### config.mk
export PLATFORM = sky130hd
export DESIGN_NAME = dmem_arbiter
export DESIGN_NICKNAME = d
export VERILOG_FILES = /design/src/rtl/dmem_arbiter.sv
export SDC_FILE = /design/constraint.sdc
export NUM_CORES = 1
export LEC_CHECK = 0
export ABC_CLOCK_PERIOD_IN_PS = 5430
export CAP_MARGIN = 20
export CORE_MARGIN = 3
export CORE_UTILIZATION = 30
export DETAILED_ROUTE_END_ITERATION = 6
export GPL_TIMING_DRIVEN = 0
export PLACE_DENSITY = 0.92
export SYNTH_ARGS = -nofsm -noshare
export SYNTH_HDL_FRONTEND = slang
export SYNTH_SLANG_ARGS = --single-unit
### constraint.sdc
create_clock -name clock -period 5.43 [get_ports clock]
set_input_delay 0.8145 -clock clock [delete_from_list [all_inputs] [get_ports clock]]
set_output_delay 0.8145 -clock clock [all_outputs]
set_load 0.02 [all_outputs]
### src/rtl/dmem_arbiter.sv
// dmem_arbiter: shares one DMEM port between the MEM stage (priority) and a DMA/debug requester.
// Optional starvation guard enabled by defining DMEM_ARB_STARVE_GUARD_EN; without it the core
// has strict priority and the DMA can wait indefinitely.
module dmem_arbiter #(
    parameter int DMEM_ADDR_WIDTH = 12,
    parameter int DMEM_WORD_WIDTH = 16,
    parameter int MAX_WAIT        = 8,
    parameter int WAIT_CNT_WIDTH  = 4
) (
    input  logic                       clock,
    input  logic                       reset,
    input  logic                       in_core_load,
    input  logic                       in_core_store,
    input  logic [DMEM_ADDR_WIDTH-1:0] in_core_rd_addr,
    input  logic [DMEM_ADDR_WIDTH-1:0] in_core_wr_addr,
    input  logic [DMEM_WORD_WIDTH-1:0] in_core_wr_word,
    output logic                       out_core_stall,
    input  logic                       in_dma_req,
    input  logic                       in_dma_we,
    input  logic [DMEM_ADDR_WIDTH-1:0] in_dma_addr,
    input  logic [DMEM_WORD_WIDTH-1:0] in_dma_wdata,
    output logic                       out_dma_ack,
    output logic [DMEM_WORD_WIDTH-1:0] out_dma_rdata,
    output logic [DMEM_ADDR_WIDTH-1:0] out_mem_rd_addr,
    output logic [DMEM_ADDR_WIDTH-1:0] out_mem_wr_addr,
    output logic [DMEM_WORD_WIDTH-1:0] out_mem_wr_word,
    output logic                       out_mem_write_en,
    input  logic [DMEM_WORD_WIDTH-1:0] in_mem_rd_word
);

    typedef enum logic {IDLE, ACK} state_e;

    state_e                     state_q, state_d;
    logic                       ack_we_q, ack_we_d;
    logic [DMEM_WORD_WIDTH-1:0] rdata_q, rdata_d;
    logic                       core_req;
    logic                       force_grant;
    logic                       dma_grant;
    logic                       in_ack;

    if (MAX_WAIT < 1 || MAX_WAIT > (1 << WAIT_CNT_WIDTH) - 1) begin : g_bad_cfg
        $error("dmem_arbiter: MAX_WAIT does not fit in WAIT_CNT_WIDTH");
    end

    assign core_req  = in_core_load | in_core_store;
    assign in_ack    = (state_q == ACK);
    // The ack cycle never grants, so the core always owns the port right after a DMA transfer.
    assign dma_grant = !in_ack && in_dma_req && (!core_req || force_grant);

`ifdef DMEM_ARB_STARVE_GUARD_EN
    logic [WAIT_CNT_WIDTH-1:0] wait_cnt_q, wait_cnt_d;

    assign force_grant = (wait_cnt_q == WAIT_CNT_WIDTH'(MAX_WAIT));

    // Count ungranted request cycles, saturating at MAX_WAIT; a grant restarts the count.
    always_comb begin
        wait_cnt_d = dma_grant ? '0 :
                     (in_dma_req && !force_grant) ? wait_cnt_q + 1'b1 : wait_cnt_q;
    end

    // Wait counter register.
    always_ff @(posedge clock or negedge reset) begin
        if (!reset) begin
            wait_cnt_q <= '0;
        end else begin
            wait_cnt_q <= wait_cnt_d;
        end
    end
`else
    assign force_grant = 1'b0;
`endif

    // DMEM port mux; write enable and stall are held low while reset is asserted.
    always_comb begin
        out_mem_rd_addr  = dma_grant ? in_dma_addr  : in_core_rd_addr;
        out_mem_wr_addr  = dma_grant ? in_dma_addr  : in_core_wr_addr;
        out_mem_wr_word  = dma_grant ? in_dma_wdata : in_core_wr_word;
        out_mem_write_en = reset && (dma_grant ? in_dma_we : in_core_store);
        out_core_stall   = reset && dma_grant && core_req;
    end

    // Ack is the ACK state itself; read data arrives from DMEM during that cycle and is kept afterwards.
    always_comb begin
        out_dma_ack   = in_ack;
        out_dma_rdata = in_ack ? (ack_we_q ? '0 : in_mem_rd_word) : rdata_q;
    end

    // Next-state logic: one ACK cycle follows every grant.
    always_comb begin
        state_d  = dma_grant ? ACK : IDLE;
        ack_we_d = dma_grant ? in_dma_we : ack_we_q;
        rdata_d  = in_ack ? out_dma_rdata : rdata_q;
    end

    // FSM and captured DMA read data.
    always_ff @(posedge clock or negedge reset) begin
        if (!reset) begin
            state_q  <= IDLE;
            ack_we_q <= 1'b0;
            rdata_q  <= '0;
        end else begin
            state_q  <= state_d;
            ack_we_q <= ack_we_d;
            rdata_q  <= rdata_d;
        end
    end

endmodule

==> flow_summary.html, run 1 <==
<table>
<tr><th>Metric</th><th>Value</th></tr>
<tr><th colspan="2">Run status</th></tr>
<tr><td>Outcome</td><td>finished clean</td></tr>
<tr><th colspan="2">Floorplan</th></tr>
<tr><td>Top-level I/O count</td><td>149</td></tr>
<tr><td>Core area</td><td>4140 µm²</td></tr>
<tr><td>Starting Density</td><td>0.324</td></tr>
<tr><td>Die extent in x</td><td>72.9 µm</td></tr>
<tr><td>Vertical extent of the die</td><td>72.9 µm</td></tr>
<tr><td>Die Footprint</td><td>5310 µm²</td></tr>
<tr><td>Num rows</td><td>23</td></tr>
<tr><th colspan="2">Min path</th></tr>
<tr><td>Worst hold start</td><td>rdata_q[8]$_DFFE_PN0P_</td></tr>
<tr><td>Min-delay worst type</td><td>register to register</td></tr>
<tr><th colspan="2">Finish</th></tr>
<tr><td>Leading cell type in the layout, fill and taps excluded</td><td>sky130_fd_sc_hd__clkdlybuf4s50_1</td></tr>
<tr><td>Diodes inserted</td><td>0</td></tr>
<tr><td>Net count of the finished layout</td><td>354</td></tr>
<tr><td>Layout cells sized above 1</td><td>0.194</td></tr>
<tr><td>Area Overhead vs Synth</td><td>118%</td></tr>
<tr><td>Highest-count cells in the layout ignoring fill and taps</td><td>147 x sky130_fd_sc_hd__clkdlybuf4s50_1, 36 x sky130_fd_sc_hd__mux2_2, 28 x sky130_fd_sc_hd__a22o_1, 18 x sky130_fd_sc_hd__dfrtp_1</td></tr>
<tr><th colspan="2">Timing</th></tr>
<tr><td>Final min period</td><td>3760 ps</td></tr>
<tr><td>Maximum frequency from static timing analysis</td><td>266 MHz</td></tr>
<tr><td>Final hold violation count</td><td>0</td></tr>
<tr><td>Normalized max-slew margin</td><td>0.451</td></tr>
<tr><td>Final clock skew</td><td>1.95 ps</td></tr>
<tr><td>Slew Limit Fails</td><td>0</td></tr>
<tr><td>Final setup violating endpoints</td><td>0</td></tr>
<tr><td>Final period util</td><td>0.693</td></tr>
<tr><td>Setup repair after global routing missed its margin</td><td>false</td></tr>
<tr><td>Setup tns final</td><td>0 ps</td></tr>
<tr><td>Worst slew pin tran</td><td>822 ps</td></tr>
<tr><th colspan="2">Setup path</th></tr>
<tr><td>Slowest stage cell, crit path</td><td>sky130_fd_sc_hd__clkdlybuf4s50_1</td></tr>
<tr><td>Worst setup SP type</td><td>input port</td></tr>
<tr><td>Setup crit start</td><td>in_core_load</td></tr>
<tr><td>Worst-path cell chain</td><td>clkdlybuf4s50_1, nor4b_4, buf_6, mux2_2, clkdlybuf4s50_1</td></tr>
<tr><td>FF-to-FF Start</td><td>out_dma_ack$_DFF_PN0_</td></tr>
<tr><td>CP Capture Type</td><td>output port</td></tr>
<tr><td>CP Class</td><td>input port to output port</td></tr>
<tr><td>Most common cell type on the critical path</td><td>sky130_fd_sc_hd__clkdlybuf4s50_1</td></tr>
<tr><td>Worst reg-to-reg setup slack</td><td>3880 ps</td></tr>
<tr><td>Delay of the slowest cell on the worst path</td><td>560 ps</td></tr>
<tr><td>Count of buffering cells on the critical path with inverters included</td><td>3</td></tr>
<tr><td>Crit path max fanout</td><td>10</td></tr>
<tr><td>Dominant delay contributor by cell family on the critical path</td><td>buffers and inverters</td></tr>
<tr><td>Worst path required time</td><td>4620 ps</td></tr>
<tr><td>Arrival time of the worst setup path</td><td>2950 ps</td></tr>
<tr><th colspan="2">Detailed routing</th></tr>
<tr><td>Routed wire length</td><td>5.60 mm</td></tr>
<tr><td>Antenna Violating Nets Remaining</td><td>0</td></tr>
<tr><td>DRC violations left</td><td>0</td></tr>
<tr><td>Number of DRC markers in iteration 0</td><td>70</td></tr>
<tr><td>Pre-antenna DRT Iters</td><td>5</td></tr>
<tr><td>Post-detailed-route via-to-cell ratio</td><td>4.98</td></tr>
<tr><td>Routed vias</td><td>1,559</td></tr>
<tr><td>Final routed wire length divided by cell count</td><td>17.9 µm</td></tr>
<tr><th colspan="2">Synthesis</th></tr>
<tr><td>Synth Area in Adders</td><td>0</td></tr>
<tr><td>Number of synthesis warnings</td><td>0</td></tr>
<tr><td>Part of the Yosys area used for sequential elements</td><td>0.336</td></tr>
<tr><td>Syn Area/Cell</td><td>12.0 µm²</td></tr>
<tr><td>Post-synth cell types</td><td>17</td></tr>
<tr><td>Synth Net Count</td><td>202</td></tr>
<tr><td>Main combinational cell family by area after synthesis</td><td>multiplexers</td></tr>
<tr><td>Synthesized netlist cell count</td><td>112</td></tr>
<tr><td>Xor/xnor cell area share of the yosys netlist</td><td>0</td></tr>
<tr><td>Total of flip-flops plus latches after synthesis</td><td>18</td></tr>
<tr><td>Mapped cell area</td><td>1340 µm²</td></tr>
<tr><td>Fraction of synthesized area in multiplexers</td><td>0.344</td></tr>
<tr><td>Simple-gate area share of the yosys netlist</td><td>0.0410</td></tr>
<tr><td>Compound-Gate Fraction of Synth Area</td><td>0.203</td></tr>
<tr><th colspan="2">Clocking</th></tr>
<tr><td>Clock network latency to the later pin of the worst-skew pair</td><td>250 ps</td></tr>
<tr><td>Buffer depth of the longest clock path</td><td>2</td></tr>
<tr><td>Number of buffers added for setup after CTS</td><td>0</td></tr>
<tr><td>Number of hold-repair buffers added at the cts stage</td><td>0</td></tr>
<tr><td>Root buffer selected by CTS</td><td>sky130_fd_sc_hd__clkbuf_8</td></tr>
<tr><td>Count of instances resized after the clock tree is built</td><td>0</td></tr>
<tr><td>Number of buffers created by CTS</td><td>3</td></tr>
<tr><td>CTS tree</td><td>done</td></tr>
<tr><td>CTS clk-pin slew, worst paths</td><td>70 ps</td></tr>
<tr><td>Number of H-tree levels</td><td>1</td></tr>
<tr><td>Count of clock tree sinks</td><td>18</td></tr>
<tr><th colspan="2">Global route</th></tr>
<tr><td>Global-route wire length before repair</td><td>8.29 mm</td></tr>
<tr><td>Antenna violations before repair</td><td>0</td></tr>
<tr><td>Maximum number of pins on one net before global-route repair</td><td>20</td></tr>
<tr><td>Global Route Usage Sum</td><td>0.203</td></tr>
<tr><td>Vias in the first global route</td><td>1,699</td></tr>
<tr><td>Global route overflow</td><td>0</td></tr>
<tr><th colspan="2">Power</th></tr>
<tr><td>Internal power summed over all cells</td><td>0.413 mW</td></tr>
<tr><td>Switching pwr</td><td>0.186 mW</td></tr>
<tr><td>Power share of the clock group</td><td>0.185</td></tr>
<tr><td>Ratio of total power to cell area</td><td>205 nW/µm²</td></tr>
<tr><td>Final Total Pwr</td><td>0.600 mW</td></tr>
<tr><td>Share of power burned in combinational logic</td><td>0.525</td></tr>
<tr><td>Sequential share of power</td><td>0.290</td></tr>
<tr><td>Leak pwr</td><td>1.17 nW</td></tr>
<tr><td>Worst ir drop on vdd</td><td>0.0000951 V</td></tr>
<tr><td>Switching Fraction</td><td>0.311</td></tr>
<tr><th colspan="2">Place</th></tr>
<tr><td>DP HPWL</td><td>4.70 mm</td></tr>
<tr><td>Routability Congestion</td><td>0.754</td></tr>
<tr><td>Count of buffers inserted at the top-level ports</td><td>147</td></tr>
<tr><th colspan="2">Run</th></tr>
<tr><td>Maximum Capacitance Violations</td><td>0</td></tr>
</table>
synthesized netlist by cell type, drive strengths merged:
library cell  count  area (µm²)
mux2             41         462
a22o             28         245
dfrtp            18         450
buf              11        86.3
o21ai             4        20.0
inv               3        11.3
nand3b            2        15.0
conb              1        3.75
nor2b             1        6.26
nor4b             1        23.8
nor4bb            1        10.0
o21a              1        7.51
through the flow:
step	area (µm²)	setup WS, ps	hold slack, ps	cells	utilization
after floorplan	1340	2750	480	112	-
after global placement	2880	1670	494	309	0.694
after detailed placement	2880	1660	501	309	0.694
after CTS	2930	1650	516	313	0.707
after global routing	2930	1590	527	313	0.707
final	2930	1670	514	313	0.707
sequential cells by signal, summed over array words and instances, names as in the netlist:
register     count
rdata_q         16
out_dma_ack      1
ack_we_q         1
metal layers:
layer | wire, µm | share of wire | up-vias | track usage
met1 | 2070 | 0.37 | 740 | 0.240
met2 | 3070 | 0.55 | 75 | 0.364
li1 | - | - | 734 | -
met5 | 0 | 0 | - | 0
met4 | 114 | 0.020 | 0 | 0.0635
met3 | 355 | 0.063 | 10 | 0.0441
power groups by stage:
stage,clock network (mW),logic [mW],registers [mW]
floorplan,0,0.146,0.171
global placement,0,0.311,0.173
detailed placement,0,0.315,0.176
CTS,0.112,0.317,0.173
global route,0.116,0.332,0.176
finish,0.111,0.315,0.174
worst paths after layout:
kind / to / cells after the start
worst max-delay path: out_mem_wr_addr[2] / 5
worst min-delay path: rdata_q[8]$_DFFE_PN0P_ / 1
worst max register to register: ack_we_q$_DFFE_PN0P_ / 3
worst min register to register: rdata_q[8]$_DFFE_PN0P_ / 1
max in group asynchronous: rdata_q[15]$_DFFE_PN0P_ / 1
min in group asynchronous: rdata_q[3]$_DFFE_PN0P_ / 1
kinds of logic (layout without fill, tap and decap cells):
logic type             after synthesis  count (layout)
muxes                               41              41
buffers and inverters               14             165
and+or+nand+nor                      5               5
DFF                                 18              18
other                                1               1
AOI/OAI and AO/OA                   33              33
cell type report:
type | instances | area, µm²
timing repair buffer | 147 | 1470
fill | 314 | 1210
multi-input combinational | 80 | 793
sequential | 18 | 450
buffer | 11 | 86.3
tap | 50 | 62.6
clock buffer | 4 | 55.1
inverter | 3 | 11.3
Note: power is estimated with default switching activity, not from simulation.
==> inputs of run 2 (changes only) <==
Settings changed: ABC_CLOCK_PERIOD_IN_PS 5430 to 3300, CORE_UTILIZATION 30 to 25, PLACE_DENSITY 0.92 to 0.83.
Clock period 5.43 ns to 3.3 ns, I/O delays scaled along.
==> run 2 against run 1 <==
Net effect: power is 58% higher; first-iteration DRC count is 59% lower; largest cell class unchanged; critical endpoint is now out_mem_wr_addr[4]; critical path depth is the same.
==> flow_summary.html, run 2 (same netlist as run 1, synthesis figures left out) <==
<table>
<tr><th>Metric</th><th>Value</th></tr>
<tr><th colspan="2">Detailed routing</th></tr>
<tr><td>Post-detailed-route via-to-cell ratio</td><td>4.61 (-7.5%)</td></tr>
<tr><td>Antenna Violating Nets Remaining</td><td>0 (unchanged)</td></tr>
<tr><td>Pre-antenna DRT Iters</td><td>4 (-1)</td></tr>
<tr><td>Final routed wire length divided by cell count</td><td>15.6 µm (-13%)</td></tr>
<tr><td>DRC violations left</td><td>0 (unchanged)</td></tr>
<tr><td>Routed wire length</td><td>5.19 mm (-7.3%)</td></tr>
<tr><td>Number of DRC markers in iteration 0</td><td>29 (-59%)</td></tr>
<tr><td>Routed vias</td><td>1,529 (-1.9%)</td></tr>
<tr><th colspan="2">Global route</th></tr>
<tr><td>Maximum number of pins on one net before global-route repair</td><td>20 (unchanged)</td></tr>
<tr><td>Vias in the first global route</td><td>1,629 (-4.1%)</td></tr>
<tr><td>Global Route Usage Sum</td><td>0.159 (-0.0442)</td></tr>
<tr><td>Global route overflow</td><td>0 (unchanged)</td></tr>
<tr><td>Global-route wire length before repair</td><td>8.00 mm (-3.6%)</td></tr>
<tr><td>Antenna violations before repair</td><td>0 (unchanged)</td></tr>
<tr><th colspan="2">Finish</th></tr>
<tr><td>Number of flip-flops under the largest register name</td><td>16 (unchanged)</td></tr>
<tr><td>Register name with the most flops</td><td>rdata_q</td></tr>
<tr><td>Area Overhead vs Synth</td><td>119%</td></tr>
<tr><td>Highest-count cells in the layout ignoring fill and taps</td><td>147 x sky130_fd_sc_hd__clkdlybuf4s50_1, 36 x sky130_fd_sc_hd__mux2_2, 28 x sky130_fd_sc_hd__a22o_1, 18 x sky130_fd_sc_hd__dfrtp_1</td></tr>
<tr><td>Leading cell type in the layout, fill and taps excluded</td><td>sky130_fd_sc_hd__clkdlybuf4s50_1</td></tr>
<tr><td>Layout filler cell count</td><td>462 (+47%)</td></tr>
<tr><td>Diodes inserted</td><td>0 (unchanged)</td></tr>
<tr><td>Layout cells sized above 1</td><td>0.191 (-0.00308)</td></tr>
<tr><td>Net count of the finished layout</td><td>354 (unchanged)</td></tr>
<tr><th colspan="2">Setup path</th></tr>
<tr><td>Delay of the slowest cell on the worst path</td><td>570 ps (about the same)</td></tr>
<tr><td>Worst setup SP type</td><td>input port</td></tr>
<tr><td>FF-to-FF Start</td><td>out_dma_ack$_DFF_PN0_</td></tr>
<tr><td>Arrival time of the worst setup path</td><td>2630 ps (-320 ps)</td></tr>
<tr><td>Worst-path cell chain</td><td>clkdlybuf4s50_1, nor4b_4, buf_6, mux2_2, clkdlybuf4s50_1</td></tr>
<tr><td>CP Capture Type</td><td>output port</td></tr>
<tr><td>Slowest stage cell, crit path</td><td>sky130_fd_sc_hd__clkdlybuf4s50_1</td></tr>
<tr><td>CP Class</td><td>input port to output port</td></tr>
<tr><td>Setup crit start</td><td>in_core_load</td></tr>
<tr><td>Most common cell type on the critical path</td><td>sky130_fd_sc_hd__clkdlybuf4s50_1</td></tr>
<tr><td>Worst path required time</td><td>2800 ps (-1820 ps)</td></tr>
<tr><td>Crit path max fanout</td><td>10 (unchanged)</td></tr>
<tr><td>FF-to-FF path depth</td><td>3 (unchanged)</td></tr>
<tr><th colspan="2">Floorplan</th></tr>
<tr><td>Die extent in x</td><td>79.2 µm (+8.8%)</td></tr>
<tr><td>Die Footprint</td><td>6280 µm² (+18%)</td></tr>
<tr><td>Starting Density</td><td>0.261 (-0.0627)</td></tr>
<tr><td>Num rows</td><td>26 (+13%)</td></tr>
<tr><td>Core area</td><td>5140 µm² (+24%)</td></tr>
<tr><td>Vertical extent of the die</td><td>79.2 µm (+8.8%)</td></tr>
<tr><td>Top-level I/O count</td><td>149 (unchanged)</td></tr>
<tr><th colspan="2">Clocking</th></tr>
<tr><td>Count of instances resized after the clock tree is built</td><td>0 (unchanged)</td></tr>
<tr><td>Buffer depth of the longest clock path</td><td>2 (unchanged)</td></tr>
<tr><td>Clock network latency to the later pin of the worst-skew pair</td><td>250 ps (about the same)</td></tr>
<tr><td>CTS clk-pin slew, worst paths</td><td>60 ps (about the same)</td></tr>
<tr><td>Number of buffers added for setup after CTS</td><td>0 (unchanged)</td></tr>
<tr><td>Number of H-tree levels</td><td>1 (unchanged)</td></tr>
<tr><td>Number of buffers created by CTS</td><td>3 (unchanged)</td></tr>
<tr><td>Number of hold-repair buffers added at the cts stage</td><td>0 (unchanged)</td></tr>
<tr><td>CTS tree</td><td>done</td></tr>
<tr><td>Root buffer selected by CTS</td><td>sky130_fd_sc_hd__clkbuf_8</td></tr>
<tr><td>Count of clock tree sinks</td><td>18 (unchanged)</td></tr>
<tr><th colspan="2">Min path</th></tr>
<tr><td>Worst hold start</td><td>rdata_q[15]$_DFFE_PN0P_</td></tr>
<tr><td>Hold Path Depth</td><td>1 (unchanged)</td></tr>
<tr><td>Min-delay worst type</td><td>register to register</td></tr>
<tr><th colspan="2">Power</th></tr>
<tr><td>Switching pwr</td><td>0.293 mW (+57%)</td></tr>
<tr><td>Power share of the clock group</td><td>0.157 (-0.028)</td></tr>
<tr><td>Internal power summed over all cells</td><td>0.654 mW (+58%)</td></tr>
<tr><td>Leak pwr</td><td>1.16 nW (-0.62%)</td></tr>
<tr><td>Switching Fraction</td><td>0.310 (-0.00133)</td></tr>
<tr><td>Share of power burned in combinational logic</td><td>0.543 (+0.018)</td></tr>
<tr><td>Ratio of total power to cell area</td><td>322 nW/µm² (+57%)</td></tr>
<tr><td>Worst ir drop on vdd</td><td>0.000143 V (+50%)</td></tr>
<tr><td>Sequential share of power</td><td>0.300 (+0.010)</td></tr>
<tr><th colspan="2">Timing</th></tr>
<tr><td>Worst slew pin tran</td><td>869 ps (+47.2 ps)</td></tr>
<tr><td>Final worst slack</td><td>172 ps (-1490 ps)</td></tr>
<tr><td>Slew Limit Fails</td><td>0 (unchanged)</td></tr>
<tr><td>Final min period</td><td>3130 ps</td></tr>
<tr><td>Final period util</td><td>0.948</td></tr>
<tr><td>Final clock skew</td><td>5.42 ps (+3.48 ps)</td></tr>
<tr><td>Final setup violating endpoints</td><td>0 (unchanged)</td></tr>
<tr><td>Final hold violation count</td><td>0 (unchanged)</td></tr>
<tr><td>Normalized max-slew margin</td><td>0.419 (-0.0316)</td></tr>
<tr><td>Maximum frequency from static timing analysis</td><td>320 MHz</td></tr>
<tr><td>Setup repair after global routing missed its margin</td><td>false</td></tr>
<tr><td>Setup tns final</td><td>0 ps (unchanged)</td></tr>
<tr><th colspan="2">Run</th></tr>
<tr><td>Maximum Capacitance Violations</td><td>0 (unchanged)</td></tr>
<tr><th colspan="2">Place</th></tr>
<tr><td>DP HPWL</td><td>4.35 mm (-7.4%)</td></tr>
<tr><td>Count of buffers inserted at the top-level ports</td><td>147 (unchanged)</td></tr>
<tr><td>Routability Congestion</td><td>0.696 (-7.7%)</td></tr>
<tr><td>Worst setup timing slack at the placement stage</td><td>153 ps (-1510 ps)</td></tr>
<tr><th colspan="2">Run status</th></tr>
<tr><td>Outcome</td><td>finished clean</td></tr>
</table>
[run 2: stage by stage]
step	power, mW	utilization	cell area, µm²	instances	hold WS (ps)
finish	0.948	0.572	2940	332	514
global placement	0.799	0.564	2900	329	493
CTS	0.960	0.572	2940	332	515
floorplan	0.522	-	1340	112	199
global route	0.997	0.572	2940	332	523
detailed placement	0.806	0.564	2900	329	500
[run 2: routing by layer]
layer	share of wire	GRT usage	up-vias
met2	0.52	0.285	88
met5	0	0	-
met3	0.11	0.0624	4
met4	0.0040	0.0275	0
li1	-	-	734
met1	0.37	0.179	703
[run 2: worst paths after layout]
path,to,slack (ps)
max in group asynchronous,rdata_q[15]$_DFFE_PN0P_,2020
worst min register to register,rdata_q[15]$_DFFE_PN0P_,510
worst max-delay path,out_mem_wr_addr[4],170
worst max register to register,ack_we_q$_DFFE_PN0P_,1740
min in group asynchronous,rdata_q[0]$_DFFE_PN0P_,740
worst min-delay path,rdata_q[15]$_DFFE_PN0P_,510
[run 2: critical path, delay by kind of cell]
family	cells	cell delay [ps]
buffers and inverters	3	1260
and+or+nand+nor	1	540
muxes	1	340
[run 2: final cells by class]
cell class	count	area [µm²]	share of cell area
timing repair buffer	147	1470	0.500
inverter	3	11.3	0.00383
clock buffer	3	41.3	0.0140
tap	70	87.6	0.0298
multi-input combinational	80	793	0.270
sequential	18	450	0.153
buffer	11	86.3	0.0293
[run 2: power groups by stage]
stage	Combinational (mW)	Clock, mW	Sequential, mW
6_report	0.515	0.149	0.284
4_1_cts	0.521	0.155	0.284
5_1_grt	0.545	0.163	0.289
3_5_place_dp	0.517	0	0.289
3_3_place_gp	0.514	0	0.285
2_1_floorplan	0.240	0	0.282
==> inputs of run 3 (changes only) <==
Settings changed: ABC_CLOCK_PERIOD_IN_PS 3300 to 3700, CORE_UTILIZATION 25 to 30, PLACE_DENSITY 0.83 to 0.92.
Clock period 3.3 ns to 3.7 ns, I/O delays scaled along.
==> results of run 3 <==
Same layout as run 1 (identical final DEF). Status: finished clean.
Among the figures that moved: setup slack after placement 1660 ps -> 450 ps; setup slack after layout 1670 ps -> 456 ps; register-to-register setup slack 3880 ps -> 2150 ps; total power 0.600 mW -> 0.880 mW; worst IR drop on VDD 0.0000951 V -> 0.000140 V
